==> config.mk <==
export PLATFORM = sky130hd
export DESIGN_NAME = lv_owt_access_rsp
export DESIGN_NICKNAME = d
export VERILOG_FILES = /design/src/rtl/lv_owt_access_rsp.sv
export SDC_FILE = /design/constraint.sdc
export NUM_CORES = 1
export LEC_CHECK = 0
export CAP_MARGIN = 25
export CORE_MARGIN = 3
export CORE_UTILIZATION = 30
export CTS_CLUSTER_SIZE = 8
export DETAILED_ROUTE_END_ITERATION = 12
export SETUP_SLACK_MARGIN = 0.05
export SLEW_MARGIN = 10
export SYNTH_ARGS = -nofsm -noshare
export SYNTH_HDL_FRONTEND = slang
export SYNTH_SLANG_ARGS = --single-unit
export TNS_END_PERCENT = 30
==> constraint.sdc <==
create_clock -name i_clk -period 3.35 [get_ports i_clk]
set_clock_uncertainty 0.15 [all_clocks]
set_input_delay 0.335 -clock i_clk [delete_from_list [all_inputs] [get_ports i_clk]]
set_output_delay 0.335 -clock i_clk [all_outputs]
set_load 0.02 [all_outputs]
==> src/rtl/lv_owt_access_rsp.sv <==
`default_nettype none
// ============================================================================
// Module   : lv_owt_access_rsp
// Brief    : LV-side responder that turns a held SPI register write/read
//            request into a CRC-protected one-wire-transfer frame, waits for
//            the HV echo/reply, retries bad or missing replies, and returns a
//            single wack/rack pulse. Good read replies update the LV mirror.
// Revision : 1.0 - initial release
// ============================================================================
module lv_owt_access_rsp #(
    parameter int REG_AW      = 7,
    parameter int REG_DW      = 8,
    parameter int REG_CRC_W   = 8,
    parameter int TIMEOUT_CYC = 1023,
    parameter int RETRY_NUM   = 2
) (
    input  logic                 i_clk,
    input  logic                 i_rst_n,
    // request side from the register access arbiter
    input  logic                 i_spi_owt_wr_req,
    input  logic                 i_spi_owt_rd_req,
    input  logic [REG_AW-1:0]    i_spi_owt_addr,
    input  logic [REG_DW-1:0]    i_spi_owt_data,
    output logic                 o_owt_spi_wack,
    output logic                 o_owt_spi_rack,
    output logic                 o_owt_fail,
    output logic                 o_owt_busy,
    // transmit frame towards the OWT PHY
    output logic                 o_owt_tx_req,
    output logic                 o_owt_tx_wr,
    output logic [REG_AW-1:0]    o_owt_tx_addr,
    output logic [REG_DW-1:0]    o_owt_tx_data,
    output logic [REG_CRC_W-1:0] o_owt_tx_crc,
    input  logic                 i_owt_tx_ack,
    // reply frame from the OWT PHY
    input  logic                 i_owt_rx_vld,
    input  logic [REG_AW-1:0]    i_owt_rx_addr,
    input  logic [REG_DW-1:0]    i_owt_rx_data,
    input  logic [REG_CRC_W-1:0] i_owt_rx_crc,
    input  logic                 i_owt_rx_err,
    // LV mirror register bank update
    output logic                 o_owt_reg_wen,
    output logic [REG_AW-1:0]    o_owt_reg_addr,
    output logic [REG_DW-1:0]    o_owt_reg_wdata,
    output logic                 o_owt_timeout
);

    // frame payload is {wr, addr, data}
    localparam int FRAME_W = 1 + REG_AW + REG_DW;
    localparam int TMO_W   = (TIMEOUT_CYC < 1) ? 1 : $clog2(TIMEOUT_CYC + 1);
    localparam int RTY_W   = (RETRY_NUM < 1) ? 1 : $clog2(RETRY_NUM + 1);

    localparam logic [REG_CRC_W-1:0] CRC_POLY = REG_CRC_W'(8'h07);
    localparam logic [REG_CRC_W-1:0] CRC_INIT = '1;

    localparam logic [TMO_W-1:0] TMO_LAST  = TMO_W'(TIMEOUT_CYC);
    localparam logic [RTY_W-1:0] RETRY_MAX = RTY_W'(RETRY_NUM);

    localparam logic [2:0] IDLE     = 3'd0;
    localparam logic [2:0] SEND     = 3'd1;
    localparam logic [2:0] WAIT_RSP = 3'd2;
    localparam logic [2:0] ACK      = 3'd3;
    localparam logic [2:0] HOLD     = 3'd4;

    // Bit-serial CRC, MSB of the payload first, no reflection or final xor.
    function automatic logic [REG_CRC_W-1:0] crc_calc(input logic [FRAME_W-1:0] msg);
        logic [REG_CRC_W-1:0] c;
        logic                 fb;
        c = CRC_INIT;
        for (int i = FRAME_W - 1; i >= 0; i--) begin
            fb = c[REG_CRC_W-1] ^ msg[i];
            c  = {c[REG_CRC_W-2:0], 1'b0};
            if (fb) begin
                c = c ^ CRC_POLY;
            end
        end
        return c;
    endfunction

    logic [2:0]           state;
    logic [TMO_W-1:0]     tmo_cnt;
    logic [RTY_W-1:0]     retry_cnt;

    logic                 req_any;
    logic [REG_DW-1:0]    cap_data;
    logic [REG_CRC_W-1:0] cap_crc;
    logic [REG_CRC_W-1:0] rx_crc_exp;
    logic                 rx_good;
    logic                 timeout_hit;
    logic                 attempt_fail;

    // Frame build for a new capture and qualification of the reply frame.
    always_comb begin
        req_any      = i_spi_owt_wr_req | i_spi_owt_rd_req;
        // reads carry an all-zero data field on the wire
        cap_data     = i_spi_owt_wr_req ? i_spi_owt_data : '0;
        cap_crc      = crc_calc({i_spi_owt_wr_req, i_spi_owt_addr, cap_data});
        // reply CRC is checked with the frame type of the outstanding request
        rx_crc_exp   = crc_calc({o_owt_tx_wr, i_owt_rx_addr, i_owt_rx_data});
        rx_good      = i_owt_rx_vld & ~i_owt_rx_err
                     & (i_owt_rx_addr == o_owt_tx_addr)
                     & (i_owt_rx_crc == rx_crc_exp)
                     & (~o_owt_tx_wr | (i_owt_rx_data == o_owt_tx_data));
        timeout_hit  = (tmo_cnt == TMO_LAST);
        // a good reply arriving in the timeout cycle still counts as good
        attempt_fail = ~rx_good & (i_owt_rx_vld | timeout_hit);
    end

    // Transaction FSM; all outputs are registered here.
    always_ff @(posedge i_clk or negedge i_rst_n) begin
        if (!i_rst_n) begin
            state           <= IDLE;
            tmo_cnt         <= '0;
            retry_cnt       <= '0;
            o_owt_spi_wack  <= 1'b0;
            o_owt_spi_rack  <= 1'b0;
            o_owt_fail      <= 1'b0;
            o_owt_busy      <= 1'b0;
            o_owt_tx_req    <= 1'b0;
            o_owt_tx_wr     <= 1'b0;
            o_owt_tx_addr   <= '0;
            o_owt_tx_data   <= '0;
            o_owt_tx_crc    <= '0;
            o_owt_reg_wen   <= 1'b0;
            o_owt_reg_addr  <= '0;
            o_owt_reg_wdata <= '0;
            o_owt_timeout   <= 1'b0;
        end else begin
            // single-cycle strobes fall back to 0 unless set below
            o_owt_spi_wack <= 1'b0;
            o_owt_spi_rack <= 1'b0;
            o_owt_fail     <= 1'b0;
            o_owt_reg_wen  <= 1'b0;
            o_owt_timeout  <= 1'b0;

            case (state)
                IDLE: begin
                    if (req_any) begin
                        // write wins when both requests are raised together
                        o_owt_tx_wr   <= i_spi_owt_wr_req;
                        o_owt_tx_addr <= i_spi_owt_addr;
                        o_owt_tx_data <= cap_data;
                        o_owt_tx_crc  <= cap_crc;
                        o_owt_tx_req  <= 1'b1;
                        o_owt_busy    <= 1'b1;
                        retry_cnt     <= '0;
                        state         <= SEND;
                    end
                end

                SEND: begin
                    if (i_owt_tx_ack) begin
                        o_owt_tx_req <= 1'b0;
                        tmo_cnt      <= '0;
                        state        <= WAIT_RSP;
                    end
                end

                WAIT_RSP: begin
                    if (rx_good) begin
                        o_owt_spi_wack <= o_owt_tx_wr;
                        o_owt_spi_rack <= ~o_owt_tx_wr;
                        if (!o_owt_tx_wr) begin
                            o_owt_reg_wen   <= 1'b1;
                            o_owt_reg_addr  <= o_owt_tx_addr;
                            o_owt_reg_wdata <= i_owt_rx_data;
                        end
                        state <= ACK;
                    end else if (attempt_fail) begin
                        if (retry_cnt < RETRY_MAX) begin
                            // resend the unchanged frame
                            retry_cnt    <= retry_cnt + 1'b1;
                            o_owt_tx_req <= 1'b1;
                            state        <= SEND;
                        end else begin
                            o_owt_timeout  <= 1'b1;
                            o_owt_fail     <= 1'b1;
                            o_owt_spi_wack <= o_owt_tx_wr;
                            o_owt_spi_rack <= ~o_owt_tx_wr;
                            state          <= ACK;
                        end
                    end else begin
                        tmo_cnt <= tmo_cnt + 1'b1;
                    end
                end

                ACK: begin
                    retry_cnt <= '0;
                    state     <= HOLD;
                end

                HOLD: begin
                    // a request still held after the ack must not restart
                    if (!req_any) begin
                        o_owt_busy <= 1'b0;
                        state      <= IDLE;
                    end
                end

                default: begin
                    o_owt_tx_req <= 1'b0;
                    o_owt_busy   <= 1'b0;
                    state        <= IDLE;
                end
            endcase
        end
    end

endmodule
`default_nettype wire

==> summary.md, run 1 <==
| Metric | Value |
|---|---|
| Status | complete, no violations |
| CP endpoint kind | flip-flop |
| Vias | 2672 |
| Final setup margin | 0.5020 ns |
| #FFs+latches synth | 60 |
| Number of port buffers | 90 |
| Die H | approximately 110 µm |
| Sequential Area | roughly 0.0015 mm² |
| Delay of the slowest critical-path stage | 0.53 ns |
| Fmax | 351.1 MHz |
| Placed Instances | around 550 |
| P&R area growth vs syn | 37.48% |
| Synth cell types | 51 |
| CTS H-Tree Depth | 3 |
| Critical path cell sequence | clkdlybuf4s50_1, xor3_1, xor3_1, and2_1, mux2i_2, nor4_2, o2111a_1, buf_12, mux2_2 |
| Skew-Pair Late Insertion Delay | roughly 0.33 ns |
| Dpl hpwl | 7349 µm |
| Synth area leader | dfrtp_1 |
| WP data arrival | 2.91 ns |
| Overall Power | around 3.6 mW |
| Max-slew violation count | 0 |
| R2R Setup Slk | 0.59 ns |
| Multi-input logic area | 0.001911 mm² |
| Hold Fails Final Rpt | 0 |
| CTS resizes | 0 |
| WL met1 | 4401 µm |
| Syn avg cell area | around 11 µm² |
| Drt total wl | roughly 9500 µm |
| Worst reg2reg startpoint | o_owt_tx_wr$_DFFE_PN0P_ |
| Antenna violations before repair | 0 |
| Via density | 4.729 |
| Root Driver | clkbuf_16 |
| Leak | 2.045 nW |
| Yosys warns | 0 |
| WP data required | about 3.4 ns |
| EDFF count, synth | 0 |
| Critical Path Slowest Stage Cell | clkdlybuf4s50_1 |
| Max Used Layer | met4 |
| Fill cells | around 1100 |
| Syn nets | 365 |
| Clock transition at path regs | around 0.060 ns |
| Routed WL per cell | around 17 µm |
| Least-Margin Pin Slew | approximately 0.74 ns |
| N_diodes | 0 |
| Seq/Total Area, Yosys | around 42% |
| Minimum clock period | 2.848 ns |
| Top FF cell, synth | dfrtp_1 |
| # clock sinks | 60 |
| Final setup fails | 0 |
| DRT iter0 DRCs | between 150 and 200 |
| RSZ-0062 raised after global routing | false |
| Cell row count | 39 |
| Cts bufs inserted | 9 |
| First-pass DRT Iterations | 4 |
| Vias in the first global route | ~2800 |
| DR WL met2 | roughly 4500 µm |
| Min Hold Slack | 0.3312 ns |
| Post-route DRC | 0 |
| Starting Density | 30.90% |
| Clock Tree Buf Depth | 2 |
| Most frequent CP cell | xor3_1 |
| Detail Route Antenna Nets | 0 |
| Fraction of layout instances using a drive strength above 1 | 14.69% |
| Final #Nets | roughly 460 |
| Pwr Density | 731.5 mW/mm² |
| Gpl congestion | 0.8445 |
| R2r endpoint | o_owt_reg_wdata[3]$_DFFE_PN0P_ |
| Total track usage | between 10% and 20% |
| Setup TNS Final | 0 ns |
| CTS tree | done |
| Max-cap violations | 0 |
| Hold path start | o_owt_tx_crc[0]$_DFFE_PN0P_ |
| Gr ovfl total | 0 |
| Top cells by area, synth | dfrtp_1 42%, xnor2_1 12%, xor2_1 6.9% |
| IO Pins | 91 |
| Worst Setup Start Kind | input pin |
| Final Non-Filler Cells | 565 |
| Final period util | about 85% |
| Tightest Hold Check Type | reg -> reg |
| Max FO, Critical Path | 14 |
| Maximum VDD drop | 0.3473 mV |
| Crit path kind | in -> reg |
| Synth top area share | a little over two fifths |
| DR WL met3 | 486 µm |
| Core footprint | 0.01152 mm² |
| Die ar. | 0.01320 mm² |
| Ys async rst share | 100.0% |
| Cells on worst reg2reg path | 8 |
| First-pass GRT wire length | about 15000 µm |
| Max transition margin | 51.00% |
| Setup WS pre-CTS | 0.1709 ns |
| Mapped cell area | 0.003558 mm² |
| Hold EP | o_owt_tx_crc[0]$_DFFE_PN0P_ |
| DIE WIDTH | 114.9 µm |
| Pin count of the biggest net entering global routing | 34 |
| Hold Crit Depth | 2 |
| Synthesized instance count | 319 |
==> worst max-delay path by stage <==
| stage | from | to | slack [ns] | cells after the start |
|---|---|---|---|---|
| 3_5_place_dp | i_owt_rx_addr[5] | o_owt_reg_wdata[3]$_DFFE_PN0P_ | 0.17 | 9 |
| 5_1_grt | i_owt_rx_addr[5] | o_owt_reg_wdata[0]$_DFFE_PN0P_ | 0.38 | 9 |
| 2_1_floorplan | o_owt_tx_wr$_DFFE_PN0P_ | o_owt_reg_addr[0]$_DFFE_PN0P_ | 0.65 | 10 |
| 6_report | i_owt_rx_addr[5] | o_owt_reg_wdata[3]$_DFFE_PN0P_ | 0.50 | 9 |
| 3_3_place_gp | i_owt_rx_addr[6] | o_owt_reg_wdata[0]$_DFFE_PN0P_ | 0.23 | 9 |
| 4_1_cts | i_owt_rx_addr[5] | o_owt_reg_wdata[3]$_DFFE_PN0P_ | 0.52 | 9 |
==> registers in the layout (all words and copies together), names as in the netlist, 2 cells and up <==
name and cells:
o_owt_reg_addr 7, o_owt_reg_wdata 8, o_owt_tx_addr 7, o_owt_tx_crc 8
o_owt_tx_data 8, retry_cnt 2, state 3, tmo_cnt 10
==> cells in the mapped netlist (2+ instances only) <==
cell type and number:
nor2_1 20, mux2_4 9, inv_1 4, nor3_1 7
a22o_1 9, xnor3_4 3, nor4_2 2, clkbuf_1 8
xor2_1 28, o21ai_0 14, and2_1 2, buf_4 2
nand3_1 4, xor3_1 2, a31oi_1 2, nand2_1 26
dfrtp_1 60, a21oi_1 8, and3_1 4, nor2b_1 4
nand4_1 9, mux2_2 13, xnor2_1 47, xnor2_2 2
or3_1 4
==> worst max-delay path, delay by kind of cell <==
kind                      cells  cell delay, ns
xor gates and xnor gates      2            0.70
and+or+nand+nor               2            0.40
buffers and inverters         2            0.72
muxes                         2            0.43
AOI/OAI and AO/OA             1            0.32
==> logic make-up (layout without fill, tap and decap cells) <==
family | Yosys count | after routing | synth area share (%)
compound gates | 43 | 43 | 8.088
flops | 60 | 60 | 42.19
simple gates | 86 | 86 | 12.02
fa+ha+maj | 2 | 2 | 0.6329
xor+xnor | 84 | 84 | 24.37
buf+inv | 20 | 123 | 4.113
mux | 24 | 24 | 8.579
==> repair_timing <==
item                      CTS  global route
buffers inserted            0             0
hold buffers                1             0
hold endpoints to repair   29             0
==> layout by cell type (no fill, tap or decap), types with 2 or more instances in the layout <==
master and n:
and3_1 4, xor2_1 28, xnor3_4 3, mux2_4 9, nand3_1 4, a21oi_1 8, nor2b_1 4, xnor2_1 47
nor4_2 2, nor2_1 20, a22o_1 9, xor3_1 2, or3_1 4, clkbuf_16 9, clkdlybuf4s50_1 89, mux2_2 13
buf_4 11, a31oi_1 2, nand2_1 26, nor3_1 7, o21ai_0 14, dfrtp_1 60, xnor2_2 2, inv_1 4
clkinvlp_4 4, and2_1 2, nand4_1 9
==> stage by stage <==
stage               utilization, %  area [µm²]
CTS                          42.48        4892
global placement             39.98        4604
global route                 42.48        4892
floorplan                        -        3558
detailed placement           39.98        4604
finish                       42.48        4892
==> layer usage <==
layer  GRT usage [%]  vias up
met1           19.97     1286
met2           23.73       78
met4           5.477        0
met5               0        -
li1                -     1298
met3           3.737       10
==> where the power goes <==
| part | switching, mW | leakage, nW | total (mW) | internal (mW) |
|---|---|---|---|---|
| Combinational | 0.755 | 1.14 | 1.56 | 0.804 |
| Sequential | 0.254 | 0.784 | 1.17 | 0.919 |
| Clock | 0.344 | 0.124 | 0.846 | 0.502 |
| Total | 1.35 | 2.05 | 3.58 | 2.22 |
==> layout make-up <==
class | instances | area share (%)
Timing Repair Buffer | 103 | 20.61
Clock buffer | 9 | 4.604
Inverter | 4 | 0.3069
Multi-Input combinational cell | 239 | 39.05
Sequential cell | 60 | 30.69
Clock inverter | 7 | 1.074
Tap cell | 143 | 3.657
Note: power is estimated with default switching activity, not from simulation.
==> run 2, diff against run 1 <==
Settings changed: CORE_MARGIN 3 to 1.5.
==> run 2 against run 1 <==
- the run now ends with DRC left
- via count is 0.79% higher
- clock power grew 4.1%
- fmax is 1.9% lower
- critical path depth rose by 1
- wire length is 1.5% lower
- register-to-register slack got worse by 0.05 ns
- non-clock buffer count is 2 higher
- sequential share of layout area decreased by 0.22 points
- combinational power barely moved
==> summary.md, run 2 (same netlist as run 1, synthesis figures left out) <==
| Metric | Value |
|---|---|
| Status | complete, but fails checks |
| Failing checks | DRC |
| Skew-Pair Late Insertion Delay | 0.32 ns (about the same) |
| DRT iter0 DRCs | 112 (-41%) |
| WP data required | 3.40 ns (about the same) |
| Die H | 111.9 µm (-2.6%) |
| Max transition margin | 56.67% (+5.7 points) |
| Antenna violations before repair | 0 (unchanged) |
| Final core utilization | 42.79% (+0.30 points) |
| Leak | 2.075 nW (+1.4%) |
| First-pass GRT wire length | 15050 µm (-0.42%) |
| Setup WS pre-CTS | 0.09189 ns (-0.07905 ns) |
| Tightest Hold Check Type | in -> async |
| Gpl congestion | 0.8326 (-1.4%) |
| DIE WIDTH | 111.9 µm (-2.6%) |
| Largest reg by FF count | tmo_cnt |
| Placed Instances | 549 (+0.18%) |
| Gr ovfl total | 0 (unchanged) |
| Minimum clock period | 2.904 ns (+0.05569 ns) |
| # clock sinks | 60 (unchanged) |
| Clock transition at path regs | 0.05 ns (about the same) |
| Drt total wl | 9373 µm (-1.5%) |
| Vias in the first global route | 2821 (-0.35%) |
| DP Area | 0.004612 mm² (+0.16%) |
| Cell row count | 39 (unchanged) |
| Root Driver | clkbuf_16 |
| Crit path kind | in -> reg |
| Hold Fails Final Rpt | 0 (unchanged) |
| Min Hold Slack | 0.2843 ns (-0.04697 ns) |
| Overall Power | 3.628 mW (+1.4%) |
| Max-slew violation count | 0 (unchanged) |
| Core footprint | 0.01152 mm² (unchanged) |
| CTS H-Tree Depth | 3 (unchanged) |
| Via density | 4.750 (+0.43%) |
| Setup TNS Final | 0 ns (unchanged) |
| Pwr Density | 736.2 mW/mm² (+0.65%) |
| CP endpoint kind | flip-flop |
| Final setup margin | 0.4463 ns (-0.05569 ns) |
| P&R area growth vs syn | 38.47% |
| Worst Setup Start Kind | input pin |
| Number of port buffers | 90 (unchanged) |
| Routed WL per cell | 16.53 µm (-1.8%) |
| Cell area after layout | 0.004927 mm² (+0.72%) |
| Least-Margin Pin Slew | 0.6483 ns (-0.08669 ns) |
| RSZ-0062 raised after global routing | false |
| CTS resizes | 0 (unchanged) |
| Clock Tree Buf Depth | 2 (unchanged) |
| Vias | 2693 (+0.79%) |
| Dpl hpwl | 7296 µm (-0.71%) |
| Final #Nets | 465 (+0.43%) |
| Detail Route Antenna Nets | 0 (unchanged) |
| Final setup fails | 0 (unchanged) |
| Final period util | 86.68% (+1.7 points) |
| Max reg flops | 10 (unchanged) |
| Starting Density | 30.90% (unchanged) |
| First-pass DRT Iterations | 8 (+4) |
| Fmax | 344.4 MHz (-1.9%) |
| Die ar. | 0.01252 mm² (-5.2%) |
| Cts bufs inserted | 9 (unchanged) |
| Pin count of the biggest net entering global routing | 47 (+38%) |
| Commonest non-fill, non-tap cell in the layout | clkdlybuf4s50_1 |
| IO Pins | 91 (unchanged) |
| Max FO, Critical Path | 14 (unchanged) |
| Maximum VDD drop | 0.4481 mV (+29%) |
| WP data arrival | 2.96 ns (+0.05 ns) |
| Final Non-Filler Cells | 567 (+0.35%) |
| Post-route DRC | 10 (+10) |
| CTS tree | done |
| N_diodes | 0 (unchanged) |
| Fraction of layout instances using a drive strength above 1 | 14.62% (-0.069 points) |
| Total track usage | 15.69% (+0.68 points) |
| Max-cap violations | 0 (unchanged) |
| Most frequent cells in the layout | 89 x clkdlybuf4s50_1, 60 x dfrtp_1, 47 x xnor2_1 |
run 2: worst paths after layout:
| kind | slack [ns] | from | cells after the start | endpoint |
|---|---|---|---|---|
| worst max-delay path | 0.45 | i_owt_rx_addr[6] | 10 | o_owt_reg_addr[6]$_DFFE_PN0P_ |
| worst min-delay path | 0.28 | i_rst_n | 2 | tmo_cnt[6]$_DFFE_PN0P_ |
| worst max register to register | 0.54 | o_owt_tx_wr$_DFFE_PN0P_ | 8 | o_owt_reg_addr[6]$_DFFE_PN0P_ |
| worst min register to register | 0.33 | o_owt_tx_crc[1]$_DFFE_PN0P_ | 2 | o_owt_tx_crc[1]$_DFFE_PN0P_ |
| max in group asynchronous | 2.00 | i_rst_n | 4 | o_owt_tx_data[7]$_DFFE_PN0P_ |
| min in group i_clk | 0.33 | o_owt_tx_crc[1]$_DFFE_PN0P_ | 2 | o_owt_tx_crc[1]$_DFFE_PN0P_ |
run 2: what timing repair did:
item                      in CTS  in global routing
hold endpoints to repair       0                 11
hold buffers                   0                  1
buffers inserted               0                  0
run 2: critical path, cell delays in order:
cell	delay (ns)
clkdlybuf4s50_1	0.64
buf_4	0.21
xnor2_2	0.14
xnor2_1	0.11
xnor2_1	0.22
mux2i_2	0.12
nor4_2	0.30
o2111a_1	0.34
buf_12	0.19
mux2_2	0.34
run 2: final cells by class:
type | instances | area, µm²
Timing Repair Buffer | 105 | 1036
Inverter | 4 | 15.01
Multi-Input combinational cell | 239 | 1911
Clock inverter | 5 | 52.55
Clock buffer | 11 | 232.7
Fill cell | 1126 | 6589
Sequential cell | 60 | 1501
Tap cell | 143 | 178.9
run 2: power by group:
group | internal, mW | leakage (nW) | switching [mW]
clock | 0.571 | 0.139 | 0.309
sequential | 0.920 | 0.784 | 0.260
combinational | 0.808 | 1.15 | 0.759
run 2: routing by layer:
metal | wire length [µm] | GRT usage, % | share of wire (%)
met2 | 4508 | 25.64 | 48
met4 | 72 | 5.128 | 0.77
met1 | 4392 | 21.17 | 47
met3 | 399 | 2.776 | 4.3
met5 | 0 | 0 | 0
==> run 3, diff against run 2 <==
Settings changed: ABC_AREA from default to 1.
==> run 3 against run 2 <==
- the flow now finishes without violations
- via count rose by 37%
- largest cell class unchanged
- register-to-register slack improved by 0.18 ns
- wire length increased by 16%
==> summary.md, run 3 <==
| Metric | Value |
|---|---|
| Status | complete, no violations |
| First-pass GRT wire length | 17350 µm (+15%) |
| Vias in the first global route | 3548 (+26%) |
| Synth top area share | 39.67% (-2.5 points) |
| N_diodes | 0 (unchanged) |
| Vias | 3702 (+37%) |
| Clock transition at path regs | 0.05 ns (about the same) |
| Final period util | 79.42% (-7.3 points) |
| Largest reg by FF count | tmo_cnt |
| RSZ-0062 raised after global routing | false |
| Net Sw Frac | 39.46% (+2.8 points) |
| CP endpoint kind | flip-flop |
| Maximum VDD drop | 0.3149 mV (-30%) |
| Sw Pwr | 1.475 mW (+11%) |
| Cells on worst reg2reg path | 10 (+2) |
| Synth top cells by count | 208 x nand2_1, 63 x inv_1, 60 x dfrtp_1, 30 x nand3_1, 28 x nor2_1 |
| R2R Setup Slk | 0.72 ns (+0.18 ns) |
| Max reg flops | 10 (unchanged) |
| Syn avg cell area | 7.114 µm² (-36%) |
| Final setup fails | 0 (unchanged) |
| Most frequent cells in the layout | 208 x nand2_1, 89 x clkdlybuf4s50_1, 63 x inv_1 |
| Critical path cell sequence | clkdlybuf4s50_1, xnor2_1, xor2_1, xor2_1, xnor2_1, xor2_1, xor2_1, o21ai_0 |
| First-pass DRT Iterations | 5 (-3) |
| Cts bufs inserted | 9 (unchanged) |
| Leak | 2.604 nW (+25%) |
| Gate power share | 43.0% (-0.2 points) |
| Count leader, synth | nand2_1 |
| Antenna violations before repair | 0 (unchanged) |
| #FFs+latches synth | 60 (unchanged) |
| Gr ovfl total | 0 (unchanged) |
| Skew-Pair Late Insertion Delay | 0.33 ns (about the same) |
| Via density | 4.610 (-2.9%) |
| Post-route DRC | 0 (-10) |
| EDFF count, synth | 0 (unchanged) |
| Core footprint | 0.01216 mm² (+5.6%) |
| Yosys warns | 0 (unchanged) |
| Root Driver | clkbuf_16 |
| Minimum clock period | 2.660 ns (-0.2432 ns) |
| Least-Margin Pin Slew | 0.5972 ns (-0.05106 ns) |
| Dpl hpwl | 8515 µm (+17%) |
| Clock Tree Buf Depth | 2 (unchanged) |
| DP Area | 0.004872 mm² (+5.6%) |
| # clock sinks | 60 (unchanged) |
| Seq/Total Area, Yosys | 39.67% (-2.5 points) |
| Synthesized instance count | 532 (+67%) |
| Max-cap violations | 0 (unchanged) |
| IO Pins | 91 (unchanged) |
| Routed WL per cell | 13.56 µm (-18%) |
| Sequential Power Share | 30.6% (-1.9 points) |
| Tightest Hold Check Type | in -> async |
| Clk pwr share | 26.4% (+2.1 points) |
| WP data arrival | 2.72 ns (-0.24 ns) |
| Ys async rst share | 100.0% (unchanged) |
| Number of port buffers | 90 (unchanged) |
| Max-slew violation count | 0 (unchanged) |
| Cell area after layout | 0.005228 mm² (+6.1%) |
| Internal power | 2.263 mW (-1.6%) |
| Worst Setup Start Kind | input pin |
| P&R area growth vs syn | 38.12% |
| Post-CTS Setup Inserts | 0 (unchanged) |
| Cell row count | 40 (+2.6%) |
| Top cells by area, synth | dfrtp_1 40%, nand2_1 21%, inv_1 6.2% |
| Drt total wl | 10890 µm (+16%) |
| Setup TNS Final | 0 ns (unchanged) |
| Gpl congestion | 0.8209 (-1.4%) |
| Hold Fails Final Rpt | 0 (unchanged) |
| Critical Path Slowest Stage Cell | clkdlybuf4s50_1 |
| CTS tree | done |
| Pwr Density | 715.0 mW/mm² (-2.9%) |
| Delay of the slowest critical-path stage | 0.69 ns (+0.05 ns) |
| Total track usage | 17.21% (+1.5 points) |
| Most frequent CP cell | xor2_1 |
| Commonest non-fill, non-tap cell in the layout | nand2_1 |
| Fill cells | 1190 (+5.7%) |
| Worst reg2reg startpoint | state[2]$_DFFE_PN0P_ |
| Max FO, Critical Path | 11 (-3) |
| Top FF cell, synth | dfrtp_1 |
| Die H | 115.3 µm (+3.0%) |
| Final #Nets | 676 (+45%) |
| Min Hold Slack | 0.3127 ns (+0.02842 ns) |
| Detail Route Antenna Nets | 0 (unchanged) |
| Mapped cell area | 0.003785 mm² (+6.4%) |
| CTS H-Tree Depth | 3 (unchanged) |
| Fraction of layout instances using a drive strength above 1 | 7.559% (-7.1 points) |
| DRT iter0 DRCs | 256 (+130%) |
| Crit path kind | in -> reg |
| WP data required | 3.41 ns (about the same) |
| Synth cell types | 33 (-35%) |
| Pin count of the biggest net entering global routing | 45 (-4.3%) |
| Die ar. | 0.01330 mm² (+6.2%) |
| Fmax | 375.9 MHz (+9.1%) |
| Starting Density | 31.12% (+0.22 points) |
| DIE WIDTH | 115.3 µm (+3.0%) |
| Synth area leader | dfrtp_1 |
| Max transition margin | 59.15% (+2.5 points) |
| R2r endpoint | tmo_cnt[6]$_DFFE_PN0P_ |
| Syn nets | 578 (+58%) |
[run 3: cell types whose count changed in the layout (fill, tap and decap cells not counted), sizes merged, moves of 8 or more]
cell / change
a22o: -9
mux2: -22
xnor2: -30
inv: +62
nand2: +191
o21ai: +18
nand3: +27
buf: -8
nor2: +11
[run 3: critical path: cells and delay by family]
kind	cells	cell delay, ns
xor gates and xnor gates	6	1.60
AOI/OAI and AO/OA	1	0.09
buffers and inverters	1	0.69
[run 3: worst max path at each step]
stage / startpoint / end / slack (ns) / depth (start not counted)
final: i_spi_owt_wr_req / o_owt_tx_crc[4]$_DFFE_PN0P_ / 0.69 / 8
after global routing: state[2]$_DFFE_PN0P_ / tmo_cnt[6]$_DFFE_PN0P_ / 0.39 / 10
after CTS: i_spi_owt_wr_req / o_owt_tx_crc[4]$_DFFE_PN0P_ / 0.75 / 8
after detailed placement: i_spi_owt_wr_req / o_owt_tx_crc[3]$_DFFE_PN0P_ / 0.41 / 8
after global placement: i_owt_rx_addr[5] / o_owt_reg_wdata[5]$_DFFE_PN0P_ / 0.43 / 19
after floorplan: o_owt_tx_wr$_DFFE_PN0P_ / o_owt_tx_req$_DFFE_PN0P_ / 1.19 / 20
[run 3: kinds of logic after synthesis]
| family | after synthesis | synth area share, % |
|---|---|---|
| XOR/XNOR | 45 | 11.40 |
| adder cells (fa/ha/maj) | 1 | 0.3305 |
| buffers and inverters | 76 | 8.033 |
| flip-flops | 60 | 39.67 |
| AO/OA/AOI/OAI | 49 | 7.140 |
| AND/OR/NAND/NOR | 301 | 33.42 |
[run 3: metrics by stage]
step	power (mW)	setup slack, ns	cells	utilization (%)
2_1_floorplan	2.061	1.187	532	-
3_3_place_gp	2.674	0.4325	785	40.06
3_5_place_dp	2.705	0.4054	785	40.06
4_1_cts	3.708	0.7463	802	42.76
5_1_grt	3.998	0.3872	803	42.98
6_report	3.738	0.6895	803	42.98
[run 3: final cells by class]
| cell class | instances | area (µm²) | share of cell area (%) |
|---|---|---|---|
| Multi-Input combinational cell | 396 | 1979 | 37.87 |
| Clock buffer | 11 | 242.7 | 4.643 |
| Clock inverter | 5 | 75.07 | 1.436 |
| Tap cell | 168 | 210.2 | 4.021 |
| Inverter | 66 | 247.7 | 4.739 |
| Timing Repair Buffer | 97 | 970.9 | 18.57 |
| Sequential cell | 60 | 1501 | 28.72 |
[run 3: layer usage]
metal / up-vias / part of all wire, % / GRT usage, %
met5: - / 0 / 0
met4: 0 / 2.3 / 8.560
met3: 15 / 5.9 / 3.585
met2: 119 / 46 / 27.42
met1: 1705 / 46 / 22.21
li1: 1863 / - / -
[run 3: timing repair]
action / in CTS / in global routing
hold buffers: 1 / 0
hold endpoints to repair: 16 / 0
gates resized for setup: 0 / 0
[run 3: power by group through the flow]
stage               combinational (mW)  sequential (mW)  clock [mW]
floorplan                        0.811             1.25           0
global placement                  1.52             1.15           0
detailed placement                1.56             1.15           0
CTS                               1.56             1.15        1.00
global route                      1.78             1.17        1.04
finish                            1.61             1.14       0.988
